$ cat config.mk
export PLATFORM = sky130hd
export DESIGN_NAME = resolved_bus_sampler
export DESIGN_NICKNAME = d
export VERILOG_FILES = /design/src/rtl/resolved_bus_sampler.sv
export SDC_FILE = /design/constraint.sdc
export NUM_CORES = 1
export LEC_CHECK = 0
export CORE_MARGIN = 8
export CORE_UTILIZATION = 30
export CTS_CLUSTER_DIAMETER = 120
export CTS_CLUSTER_SIZE = 28
export DETAILED_ROUTE_END_ITERATION = 7
export GPL_ROUTABILITY_DRIVEN = 0
export SLEW_MARGIN = 20
export SYNTH_ARGS = -nofsm -noshare
export SYNTH_HDL_FRONTEND = slang
export SYNTH_SLANG_ARGS = --single-unit
$ cat constraint.sdc
create_clock -name clk -period 3.5 [get_ports clk]
set_clock_uncertainty 0.1 [all_clocks]
set_input_delay 0.7 -clock clk [delete_from_list [all_inputs] [get_ports clk]]
set_output_delay 0.7 -clock clk [all_outputs]
set_load 0.005 [all_outputs]
$ cat src/rtl/resolved_bus_sampler.sv
// -----------------------------------------------------------------------------
// resolved_bus_sampler
//
// Clocked replacement for a continuous-assignment multi-driver net. NDRV
// 4-state drivers are resolved bit by bit under a selectable net type. A
// resolved word is committed to bus_q only after it has been seen unchanged
// on SETTLE consecutive sampled cycles. The block also counts commits whose
// value carries 0-vs-1 driver contention.
//
// Encoding (2 bits per net bit): 00 = 0, 01 = 1, 10 = z, 11 = x.
//
// Parameters:
//   WIDTH  - bits per bus
//   NDRV   - number of drivers (>= 1)
//   MODE   - 0 wire, 1 wand, 2 wor, 3 tri0, 4 tri1 (other values: wire)
//   SETTLE - consecutive matching samples before commit (0: commit on first)
//   CNT_W  - width of the saturating counters
//
// Ports:
//   clk           in   rising-edge clock
//   rst_n         in   asynchronous active-low reset
//   in_valid      in   drv is sampled this cycle
//   drv           in   driver d at [d*2*WIDTH +: 2*WIDTH]
//   bus_q         out  last committed resolved word (reset: all z)
//   out_valid     out  one-cycle pulse on commit
//   conflict_mask out  bits of bus_q that became x through 0/1 contention
//   conflict_cnt  out  saturating count of commits with non-zero mask
//   glitch_cnt    out  (only with RESBUS_GLITCH_CNT_EN) saturating count of
//                      candidate restarts while settling
//
// Optional feature macro: RESBUS_GLITCH_CNT_EN
//
// Handshake: in_valid has no back-pressure; every cycle with in_valid=1 is a
// sample. out_valid is a single-cycle strobe with bus_q/conflict_mask valid in
// the same cycle and held until the next commit.
// -----------------------------------------------------------------------------
module resolved_bus_sampler #(
    parameter int WIDTH  = 8,
    parameter int NDRV   = 4,
    parameter int MODE   = 0,
    parameter int SETTLE = 2,
    parameter int CNT_W  = 8
) (
    input  logic                      clk,
    input  logic                      rst_n,
    input  logic                      in_valid,
    input  logic [NDRV*2*WIDTH-1:0]   drv,
    output logic [2*WIDTH-1:0]        bus_q,
    output logic                      out_valid,
    output logic [WIDTH-1:0]          conflict_mask,
    output logic [CNT_W-1:0]          conflict_cnt
`ifdef RESBUS_GLITCH_CNT_EN
    ,
    output logic [CNT_W-1:0]          glitch_cnt
`endif
);

    localparam logic [2*WIDTH-1:0] ALL_Z = {WIDTH{2'b10}};
    // Wide enough to hold SETTLE itself (and at least one bit when SETTLE=0).
    localparam int CW = $clog2(SETTLE + 1) + 1;
    localparam logic [CW-1:0] SETTLE_C = CW'(SETTLE);
    localparam logic [CW-1:0] ONE_C    = CW'(1);

    typedef enum logic [0:0] {
        S_IDLE   = 1'b0,
        S_SETTLE = 1'b1
    } state_t;

    // -------------------------------------------------------------------------
    // Per-bit driver census
    // -------------------------------------------------------------------------
    logic [WIDTH-1:0] has0;
    logic [WIDTH-1:0] has1;
    logic [WIDTH-1:0] hasx;

    always_comb begin
        has0 = '0;
        has1 = '0;
        hasx = '0;
        for (int i = 0; i < WIDTH; i++) begin
            for (int d = 0; d < NDRV; d++) begin
                case (drv[(d*2*WIDTH) + (2*i) +: 2])
                    2'b00:   has0[i] = 1'b1;
                    2'b01:   has1[i] = 1'b1;
                    2'b11:   hasx[i] = 1'b1;
                    default: ;  // z contributes nothing
                endcase
            end
        end
    end

    // -------------------------------------------------------------------------
    // Resolution under the selected net type
    // -------------------------------------------------------------------------
    logic [2*WIDTH-1:0] r;
    logic [WIDTH-1:0]   r_conf;

    always_comb begin
        r      = ALL_Z;
        r_conf = '0;
        for (int i = 0; i < WIDTH; i++) begin
            case (MODE)
                1: begin  // wand: a 0 dominates, even over x
                    if (has0[i])      r[2*i +: 2] = 2'b00;
                    else if (hasx[i]) r[2*i +: 2] = 2'b11;
                    else if (has1[i]) r[2*i +: 2] = 2'b01;
                    else              r[2*i +: 2] = 2'b10;
                end
                2: begin  // wor: a 1 dominates, even over x
                    if (has1[i])      r[2*i +: 2] = 2'b01;
                    else if (hasx[i]) r[2*i +: 2] = 2'b11;
                    else if (has0[i]) r[2*i +: 2] = 2'b00;
                    else              r[2*i +: 2] = 2'b10;
                end
                default: begin  // wire, tri0, tri1
                    // Only a 0 meeting a 1 is contention; a driven x is not.
                    r_conf[i] = has0[i] & has1[i];
                    if (hasx[i] || (has0[i] && has1[i])) r[2*i +: 2] = 2'b11;
                    else if (has0[i])                    r[2*i +: 2] = 2'b00;
                    else if (has1[i])                    r[2*i +: 2] = 2'b01;
                    else if (MODE == 3)                  r[2*i +: 2] = 2'b00;
                    else if (MODE == 4)                  r[2*i +: 2] = 2'b01;
                    else                                 r[2*i +: 2] = 2'b10;
                end
            endcase
        end
    end

    // -------------------------------------------------------------------------
    // Settle FSM
    // -------------------------------------------------------------------------
    state_t             state_q, state_d;
    logic [2*WIDTH-1:0] cand_q, cand_d;
    logic [WIDTH-1:0]   cflag_q, cflag_d;
    logic [CW-1:0]      cnt_q, cnt_d;
    logic               commit;
    logic [2*WIDTH-1:0] commit_val;
    logic [WIDTH-1:0]   commit_mask;
    logic               restart;

    always_comb begin
        state_d     = state_q;
        cand_d      = cand_q;
        cflag_d     = cflag_q;
        cnt_d       = cnt_q;
        commit      = 1'b0;
        commit_val  = cand_q;
        commit_mask = cflag_q;
        restart     = 1'b0;

        case (state_q)
            S_IDLE: begin
                if (in_valid) begin
                    if (SETTLE == 0) begin
                        commit      = 1'b1;
                        commit_val  = r;
                        commit_mask = r_conf;
                    end else begin
                        cand_d  = r;
                        cflag_d = r_conf;
                        cnt_d   = ONE_C;
                        state_d = S_SETTLE;
                    end
                end
            end
            S_SETTLE: begin
                // With SETTLE=1 the captured candidate is already complete and
                // is released on the following cycle without a new sample.
                if (cnt_q >= SETTLE_C) begin
                    commit  = 1'b1;
                    state_d = S_IDLE;
                end else if (in_valid) begin
                    if (r != cand_q) begin
                        cand_d  = r;
                        cflag_d = r_conf;
                        cnt_d   = ONE_C;
                        restart = 1'b1;
                    end else if (cnt_q + ONE_C == SETTLE_C) begin
                        cnt_d   = cnt_q + ONE_C;
                        commit  = 1'b1;
                        state_d = S_IDLE;
                    end else begin
                        cnt_d = cnt_q + ONE_C;
                    end
                end
            end
            default: state_d = S_IDLE;
        endcase
    end

    always_ff @(posedge clk or negedge rst_n) begin
        if (!rst_n) begin
            state_q <= S_IDLE;
            cand_q  <= ALL_Z;
            cflag_q <= '0;
            cnt_q   <= '0;
        end else begin
            state_q <= state_d;
            cand_q  <= cand_d;
            cflag_q <= cflag_d;
            cnt_q   <= cnt_d;
        end
    end

    // -------------------------------------------------------------------------
    // Commit outputs
    // -------------------------------------------------------------------------
    always_ff @(posedge clk or negedge rst_n) begin
        if (!rst_n) begin
            bus_q         <= ALL_Z;
            out_valid     <= 1'b0;
            conflict_mask <= '0;
            conflict_cnt  <= '0;
        end else begin
            out_valid <= commit;
            if (commit) begin
                bus_q         <= commit_val;
                conflict_mask <= commit_mask;
                if ((commit_mask != '0) && (conflict_cnt != {CNT_W{1'b1}})) begin
                    conflict_cnt <= conflict_cnt + 1'b1;
                end
            end
        end
    end

`ifdef RESBUS_GLITCH_CNT_EN
    always_ff @(posedge clk or negedge rst_n) begin
        if (!rst_n) begin
            glitch_cnt <= '0;
        end else if (restart && (glitch_cnt != {CNT_W{1'b1}})) begin
            glitch_cnt <= glitch_cnt + 1'b1;
        end
    end
`else
    logic unused_restart;
    assign unused_restart = restart;
`endif

endmodule
## Yosys cells after proc, flatten, opt, wreduce, memory -nomap -nowiden

Index checks and enable logic that the tools add are counted.

- Flip-flop bits (word level): 61
- Latch bits: 0
- Bits in writable memories: 0
- Memory bits (read-only): 0
- Input bits: 67
- Logic and storage cells: 290
- Memories kept: 0

- $add $sub $neg: 2
- Multipliers: 0
- Divide/modulo/power cells: 0
- Magnitude comparators: 1
- Equality and inequality tests: 71
- Shift-type cells: 0
- Multiplexer cells: 146
- Bitwise gates (word level): 9
- Reductions and logical operators: 53

Operators with widths:

| cell | number |
|---|---|
| $mux W1 | 106 |
| $eq A2 B1 Y1 const B | 32 |
| $eq A2 B2 Y1 const B | 32 |
| $logic_not A2 Y1 | 32 |
| $mux W16 | 4 |
| $mux W2 | 24 |
| $mux W8 | 4 |
| $pmux W16 S2 | 1 |
| $ne A16 B16 Y1 | 1 |
| $pmux W8 S2 | 1 |
| $mux W3 | 4 |
| $logic_and A1 B1 Y1 | 9 |
| $add A8 B1 Y8 const B | 1 |
| $and A1 B1 Y1 | 8 |
| $logic_or A1 B1 Y1 | 8 |
| $ne A8 B8 Y1 const B | 1 |
| $reduce_bool A8 Y1 | 1 |
| $ne A2 B2 Y1 const B | 3 |
| $pmux W3 S2 | 1 |
| $reduce_and A4 Y1 | 1 |
| $add A3 B1 Y3 const B | 1 |
| $eq A3 B2 Y1 const B | 1 |
| $ge A3 B2 Y1 const B | 1 |
| $reduce_and A3 Y1 | 1 |
| 4 further kinds | 4 |

## Depth between registers and ports, before layout

Gate-level depths: netlist of the first run.

- Word-level depth: 14
- Mapped depth: 11

## Worst setup path before layout of the first run

No wires, ideal clock.

- Path kind: in2reg
- Start: input port drv[40]
- End: register bus_q[0]
- Setup time: 0.125 ns
- Arrival time: 2.702 ns
- Required time: 3.275 ns
- Setup slack: 0.574 ns
- Stages: 10
- Path buffers: 2
- Cells stage by stage: nor2b_4 -> a2111oi_4 -> xor2_1 -> a21oi_1 -> nand4b_1 -> nor4_2 -> a31o_1 -> buf_4 -> buf_6 -> mux2_2

- Cells in the longest elaborated chain, start to end: 11

RTL lines:

| item | line | source |
|---|---|---|
| from (decl) | 47 | `input logic [NDRV*2*WIDTH-1:0] drv,` |
| $eq A2 B1 Y1 or $logic_not A2 Y1 (tied branches) | 82 | `case (drv[(d*2*WIDTH) + (2*i) +: 2])` |
| $mux W1 (2 in a row) | 82 |  |
| $mux W2 or $logic_and A1 B1 Y1 (tied branches) | 120, 118 |  |
| $mux W2 or $logic_or A1 B1 Y1 (tied branches) | 119, 118 |  |
| $mux W2 (*) | 118 | `if (hasx[i] \|\| (has0[i] && has1[i])) r[2*i +: 2] = 2'b11;` |
| $ne A16 B16 Y1 (*) | 173 | `if (r != cand_q) begin` |
| $mux W1 (*) | 173 |  |
| $mux W1 (*) | 172 | `end else if (in_valid) begin` |
| $mux W1 (*) | 169 | `if (cnt_q >= SETTLE_C) begin` |
| $mux W1 (*) | 151 | `case (state_q)` |
| to (signal assigned) | 217 | `bus_q <= commit_val;` |
| to (decl) | 48 | `output logic [2*WIDTH-1:0] bus_q,` |

Every way passes the cells marked *; elsewhere a longest branch is shown, timed or not.
A chain may end at the register's enable or synchronous reset.

## Final worst setup path of the first run

- Start: input port drv[6]
- End: register conflict_cnt[1]

- Cells in the longest elaborated chain, start to end: 14

RTL lines:

| item | line | source |
|---|---|---|
| $eq A2 B1 Y1 or $logic_not A2 Y1 (tied branches) | 82 |  |
| $mux W1 (4 in a row) | 82 |  |
| $mux W2 or $logic_and A1 B1 Y1 (tied branches) | 120, 118 |  |
| $mux W2 or $logic_or A1 B1 Y1 (tied branches) | 119, 118 |  |
| $mux W2 (*) | 118 |  |
| $ne A16 B16 Y1 (*) | 173 |  |
| $mux W1 (*) | 173 |  |
| $mux W1 (*) | 172 |  |
| $mux W1 (*) | 169 |  |
| $mux W1 (*) | 151 |  |
| $reduce_and A2 Y1 (no line) (*) | - |  |
| to (signal assigned) | 220 | `conflict_cnt <= conflict_cnt + 1'b1;` |
| to (decl) | 51 | `output logic [CNT_W-1:0] conflict_cnt` |

Marks and branches as above.

==> flow_summary.yaml, run 1 <==
status:
  status: "finished clean"
critical_path:
  end_kind: "register"
  cpMaxStageDelayCell: "clkdlybuf4s50_1"
  start_kind: "primary input"
  worst-path-stages: 11
  crit_path_max_fanout: 19
  reg2reg_depth: 8
  cp_top_family: "simple AND/OR/NAND/NOR gates"
  path_buf_inv: 2
  worst-setup-path-type: "primary input to register"
  crit_chain: "clkdlybuf4s50_1 > nor2b_1 > a2111oi_4 > xor2_1 > nand3_1 > xor2_1 > nor4_2 > a31o_1 > buf_12 > nand2_2 > mux2_1"
  crit_path_frequent_cell: "xor2_1"
  arrival_ns: 3.32
  r2r_start: "cand_q[8]"
  slowest_delay_ns: 0.41
  startpoint: "drv[6]"
  cp.required_ns: 3.60
global_routing:
  grt_max_degree: 30
  grt_pass1_wl_um: 14600
  grt_overflow: 0
  grt_pass1_vias: 3081
  grt_use_total_pct: 12.1
  antenna_found_initial: 0
synth:
  yosysSeqAreaShare_pct: 44.7
  synth_mux_area_share_pct: 13.9
  synth_fa_ha_area_share_pct: 1.09
  ys_async_sr_fraction_pct: 100
  synth_ff_type: "dfrtp_1"
  ys_types: 42
  yosys.area_share.simple_pct: 14.7
  synth-edff-count: 0
  synth_compound_area_share_pct: 13.7
  synth_area_per_cell_um2: 11.0
  yosysWarnings: 0
  syn-num-nets: 384
  synthXorXnorAreaFrac_pct: 7.60
  netlist_instances: 314
  ys_ff_latch: 61
  synth_area_um2: 3460
  synth_top_family_by_area: "simple AND/OR/NAND/NOR gates"
detailed_routing:
  wl_per_cell_um: 14.8
  route.detailed.drc: 0
  routed-via-count: 2920
  avgViaCountPerCell: 4.78
  firstDrtPassIters: 4
  drt-initial-drc-count: 74
  ant_nets: 0
  routed_wirelength_um: 9050
clock_tree:
  h-tree-depth: 3
  clock_path_buffers: 2
  cts_tree: "done"
  hold_buffers: 0
  clock_latency_ns: 0.32
  path_clk_slew_ns: 0.05
  numCtsBuffers: 9
  cts_root_buf: "clkbuf_16"
  numClockSinks: 61
timing:
  finalCritPeriodShare_pct: 91.8
  slew_headroom_pct: 57.6
  hold_viol_final: 0
  max_freq_mhz: 311
  period_needed_ns: 3.21
  finalSetupViolations: 0
  tightest_slew_ns: 0.636
  rsz0062_at_grt: "no"
  slew_violations: 0
layout:
  final_area_um2: 5200
  n_fill_cell: 1084
  layout_common_cells: "clkdlybuf4s50_1, dfrtp_1, buf_4, mux2_2, inv_1"
  final_common_cell: "clkdlybuf4s50_1"
  area_growth_pct: 50.3
  drive_above_1_share_pct: 25.2
  fin_util_pct: 45.9
  nNetsFinal: 533
  antennaDiodeCount: 0
power_and_ir_drop:
  pwr_density_cell_nw_per_um2: 540
  peakVddDrop_mv: 0.238
  p_leak_uw: 0.00217
floorplanning:
  die_x_um: 123
  die_area_um2: 15200
  die_h_um: 123
  ios: 100
  start_util_pct: 30.5
  core_um2: 11300
  row_count: 39
min_path:
  hold_path_class: "primary input to async pin"
placed_design:
  place_area_um2: 4920
  io_buffers: 99
  dp_hpwl_um: 7340
flow_run:
  drv_cap: 0
layer usage:
metal	vias up	share of wire, %	global-route usage, %
met4	0	0.92	4.51
li1	1438	-	-
met5	-	0	0
met2	71	49	20.4
met1	1402	44	14.1
met3	9	7.0	3.56
per-stage QoR:
stage	TNS (ns)	hold slack [ns]	setup WS [ns]	instances	total power, µW
finish	0	0.302	0.288	611	2810
global route	0	0.353	0.114	611	2970
CTS	0	0.326	0.166	611	2850
detailed placement	-4.52	0.386	-0.163	595	2030
global placement	-2.21	0.377	-0.0999	595	2010
floorplan	0	0.304	0.574	314	1450
where the power goes:
part | switching, µW | internal [µW] | leakage (µW)
registers | 133 | 943 | 0.000689
logic | 333 | 589 | 0.00135
clock network | 293 | 515 | 0.000137
flip-flops by register name (all words and copies together) (netlist names):
name,flops
bus_q,16
cand_q,16
cflag_q,8
conflict_cnt,8
conflict_mask,8
cnt_q,3
out_valid,1
state_q,1
synth_stat cells (all sizes together), types with 3 or more instances:
| cell type | n | area [µm²] |
|---|---|---|
| dfstp | 16 | 420 |
| a21oi | 4 | 20.0 |
| xor2 | 8 | 70.1 |
| and2 | 4 | 25.0 |
| and3 | 4 | 25.0 |
| nand3 | 8 | 40.0 |
| o21ai | 7 | 35.0 |
| o2111ai | 3 | 26.3 |
| mux2i | 11 | 110 |
| a22oi | 14 | 105 |
| nand2 | 11 | 51.3 |
| nor2b | 15 | 109 |
| dfrtp | 45 | 1130 |
| nor4 | 11 | 75.1 |
| nand2b | 9 | 56.3 |
| nand4 | 5 | 31.3 |
| inv | 24 | 90.1 |
| nor2 | 18 | 67.6 |
| buf | 5 | 52.6 |
| mux2 | 33 | 372 |
| a2111oi | 5 | 125 |
| o22ai | 16 | 100 |
| ha | 3 | 37.5 |
| xnor2 | 22 | 193 |
path summary, 6_finish.rpt:
| kind | end | slack, ns |
|---|---|---|
| max in group asynchronous | bus_q[1] | 2.25 |
| worst max-delay path | conflict_cnt[1] | 0.29 |
| worst min register to register | conflict_cnt[5] | 0.39 |
| min in group clk | conflict_cnt[5] | 0.39 |
| worst max register to register | conflict_cnt[1] | 1.25 |
| worst min-delay path | cflag_q[4] | 0.30 |
timing repair:
item	CTS	global route
buffers inserted	0	0
resized for setup	0	1
setup endpoints to repair	0	10
layout make-up:
cell class | instances | area [µm²] | area share (%)
Clock buffer | 14 | 264 | 5.08
Tap cell | 143 | 179 | 3.44
Clock inverter | 2 | 10.0 | 0.193
Inverter | 24 | 90.1 | 1.73
Timing Repair Buffer | 144 | 1340 | 25.7
Multi-Input combinational cell | 223 | 1770 | 34.1
Sequential cell | 61 | 1550 | 29.8
cells by family (layout without fill, tap and decap cells):
kind of cell               Yosys count  count (layout)
adders and majority gates            3               3
muxes                               44              44
buffers and inverters               30             184
AOI/OAI and AO/OA                   57              57
and+or+nand+nor                     89              89
DFF                                 61              61
xor gates and xnor gates            30              30
Note: power is estimated with default switching activity, not from simulation.
==> run 2: changes to the inputs <==
--- a/config.mk
+++ b/config.mk
@@ -11,6 +11,8 @@
 export CTS_CLUSTER_SIZE = 28
 export DETAILED_ROUTE_END_ITERATION = 7
 export GPL_ROUTABILITY_DRIVEN = 0
+export RECOVER_POWER = 50
+export SKIP_LAST_GASP = 1
 export SLEW_MARGIN = 20
 export SYNTH_ARGS = -nofsm -noshare
 export SYNTH_HDL_FRONTEND = slang
==> flow_summary.yaml, run 2 (same netlist as run 1, synthesis figures left out) <==
status:
  status: "complete, but fails checks"
  failed_checks: "capacitance limit, slew limit"
layout:
  largestRegisters: "bus_q: 16 flops, cand_q: 16 flops"
  layout_common_cells: "clkdlybuf4s50_1, dfrtp_1, buf_4, mux2_2, inv_1"
  drive_above_1_share_pct: 24.6
  nNetsFinal: 533
  antennaDiodeCount: 0
  final_area_um2: 5190
  n_fill_cell: 1085
  area_growth_pct: 50.1
  final_common_cell: "clkdlybuf4s50_1"
  fin_cells: 611
floorplanning:
  die_h_um: 123
  start_util_pct: 30.5
  die_area_um2: 15200
  ios: 100
  die_x_um: 123
  core_um2: 11300
  row_count: 39
clock_tree:
  h-tree-depth: 3
  path_clk_slew_ns: 0.05
  hold_buffers: 0
  clock_path_buffers: 2
  cts_root_buf: "clkbuf_16"
  numCtsBuffers: 9
  numClockSinks: 61
  cts_tree: "done"
  post_cts_buffers: 0
  ctsResizeCount: 0
  clock_latency_ns: 0.32
timing:
  slew_headroom_pct: -1.66
  max_freq_mhz: 311
  slew_violations: 30
  hold_viol_final: 0
  rsz0062_at_grt: "no"
  finalSetupViolations: 0
  finalCritPeriodShare_pct: 91.8
  period_needed_ns: 3.21
  tightest_slew_ns: 1.52
power_and_ir_drop:
  p_seq_share_pct: 38.7
  peakVddDrop_mv: 0.236
  p_comb_share_pct: 32.2
  p_leak_uw: 0.00217
  internal_power_uw: 2020
  clkPwrFrac_pct: 29.1
  pwr_density_cell_nw_per_um2: 535
  power_switching_share_pct: 27.2
  p_sw_uw: 755
  totalPowerFinal_uw: 2780
detailed_routing:
  drt-initial-drc-count: 74
  wl_per_cell_um: 14.8
  ant_nets: 0
  routed_wirelength_um: 9040
  top_layer_used: "met4"
  route.detailed.drc: 0
  wl_met3_um: 632
  firstDrtPassIters: 4
  routed-wl-met2_um: 4380
  routed-via-count: 2916
  drt-met1-wl_um: 3950
  avgViaCountPerCell: 4.77
flow_run:
  drv_cap: 1
critical_path:
  cp.required_ns: 3.60
  end_kind: "register"
  start_kind: "primary input"
  arrival_ns: 3.32
  crit_path_max_fanout: 19
  worst-setup-path-type: "primary input to register"
global_routing:
  grt_max_degree: 30
  antenna_found_initial: 0
  grt_overflow: 0
  grt_pass1_wl_um: 14600
  grt_use_total_pct: 12.1
  grt_pass1_vias: 3081
placed_design:
  dp.cells: 595
  place_area_um2: 4920
  io_buffers: 99
  dp_hpwl_um: 7340
min_path:
  hold_path_class: "register to register"
[run 2: changes by cell type in the layout (fill, tap and decap cells not counted), sizes merged]
cell | before | now
buf | 46 | 43
clkbuf | 14 | 17
clkdlybuf4s50 | 98 | 82
dlygate4sd3 | 0 | 16
[run 2: path summary, 6_finish.rpt]
| path | from | end | slack, ns | depth (start not counted) |
|---|---|---|---|---|
| min in group asynchronous | rst_n | cflag_q[4] | 0.64 | 1 |
| max | drv[6] | conflict_cnt[1] | 0.29 | 11 |
| min | conflict_cnt[5] | conflict_cnt[5] | 0.39 | 1 |
| max in group asynchronous | rst_n | bus_q[2] | 1.12 | 2 |
| max reg2reg | cand_q[8] | conflict_cnt[1] | 1.25 | 8 |
| min reg2reg | conflict_cnt[5] | conflict_cnt[5] | 0.39 | 1 |
[run 2: per-stage QoR]
stage / setup slack, ns / TNS, ns / hold slack [ns] / util [%]
floorplan: 0.574 / 0 / 0.304 / -
global placement: -0.0999 / -2.21 / 0.377 / 43.4
detailed placement: -0.163 / -4.52 / 0.386 / 43.4
CTS: 0.166 / 0 / 0.326 / 45.8
global route: 0.114 / 0 / 0.413 / 45.8
finish: 0.287 / 0 / 0.385 / 45.8
[run 2: critical path, cell delays in order]
cell and delay, ns:
clkdlybuf4s50_1 0.41, nor2b_1 0.16, a2111oi_4 0.37, xor2_1 0.19
nand3_1 0.14, xor2_1 0.18, nor4_2 0.31, a31o_1 0.28
buf_12 0.18, nand2_2 0.07, mux2_1 0.32
[run 2: power groups by stage]
stage                     Combinational (µW)  Sequential [µW]  Clock (µW)
after floorplan                          388             1060           0
after global placement                   919             1090           0
after detailed placement                 937             1090           0
after CTS                                942             1080         821
after global routing                     973             1100         860
final                                    894             1070         808
[run 2: layer usage]
metal  GRT usage [%]  vias up
li1                -     1438
met1            14.1     1399
met2            20.4       70
met3            3.56        9
met4            4.51        0
met5               0        -
[run 2: final cells by class]
class / count / area [µm²] / share of cell area [%]
clock inverter: 2 / 10.0 / 0.193
timing repair buffer: 144 / 1330 / 25.6
clock buffer: 14 / 264 / 5.09
inverter: 24 / 90.1 / 1.74
sequential: 61 / 1550 / 29.8
tap: 143 / 179 / 3.45
multi-input combinational: 223 / 1770 / 34.1
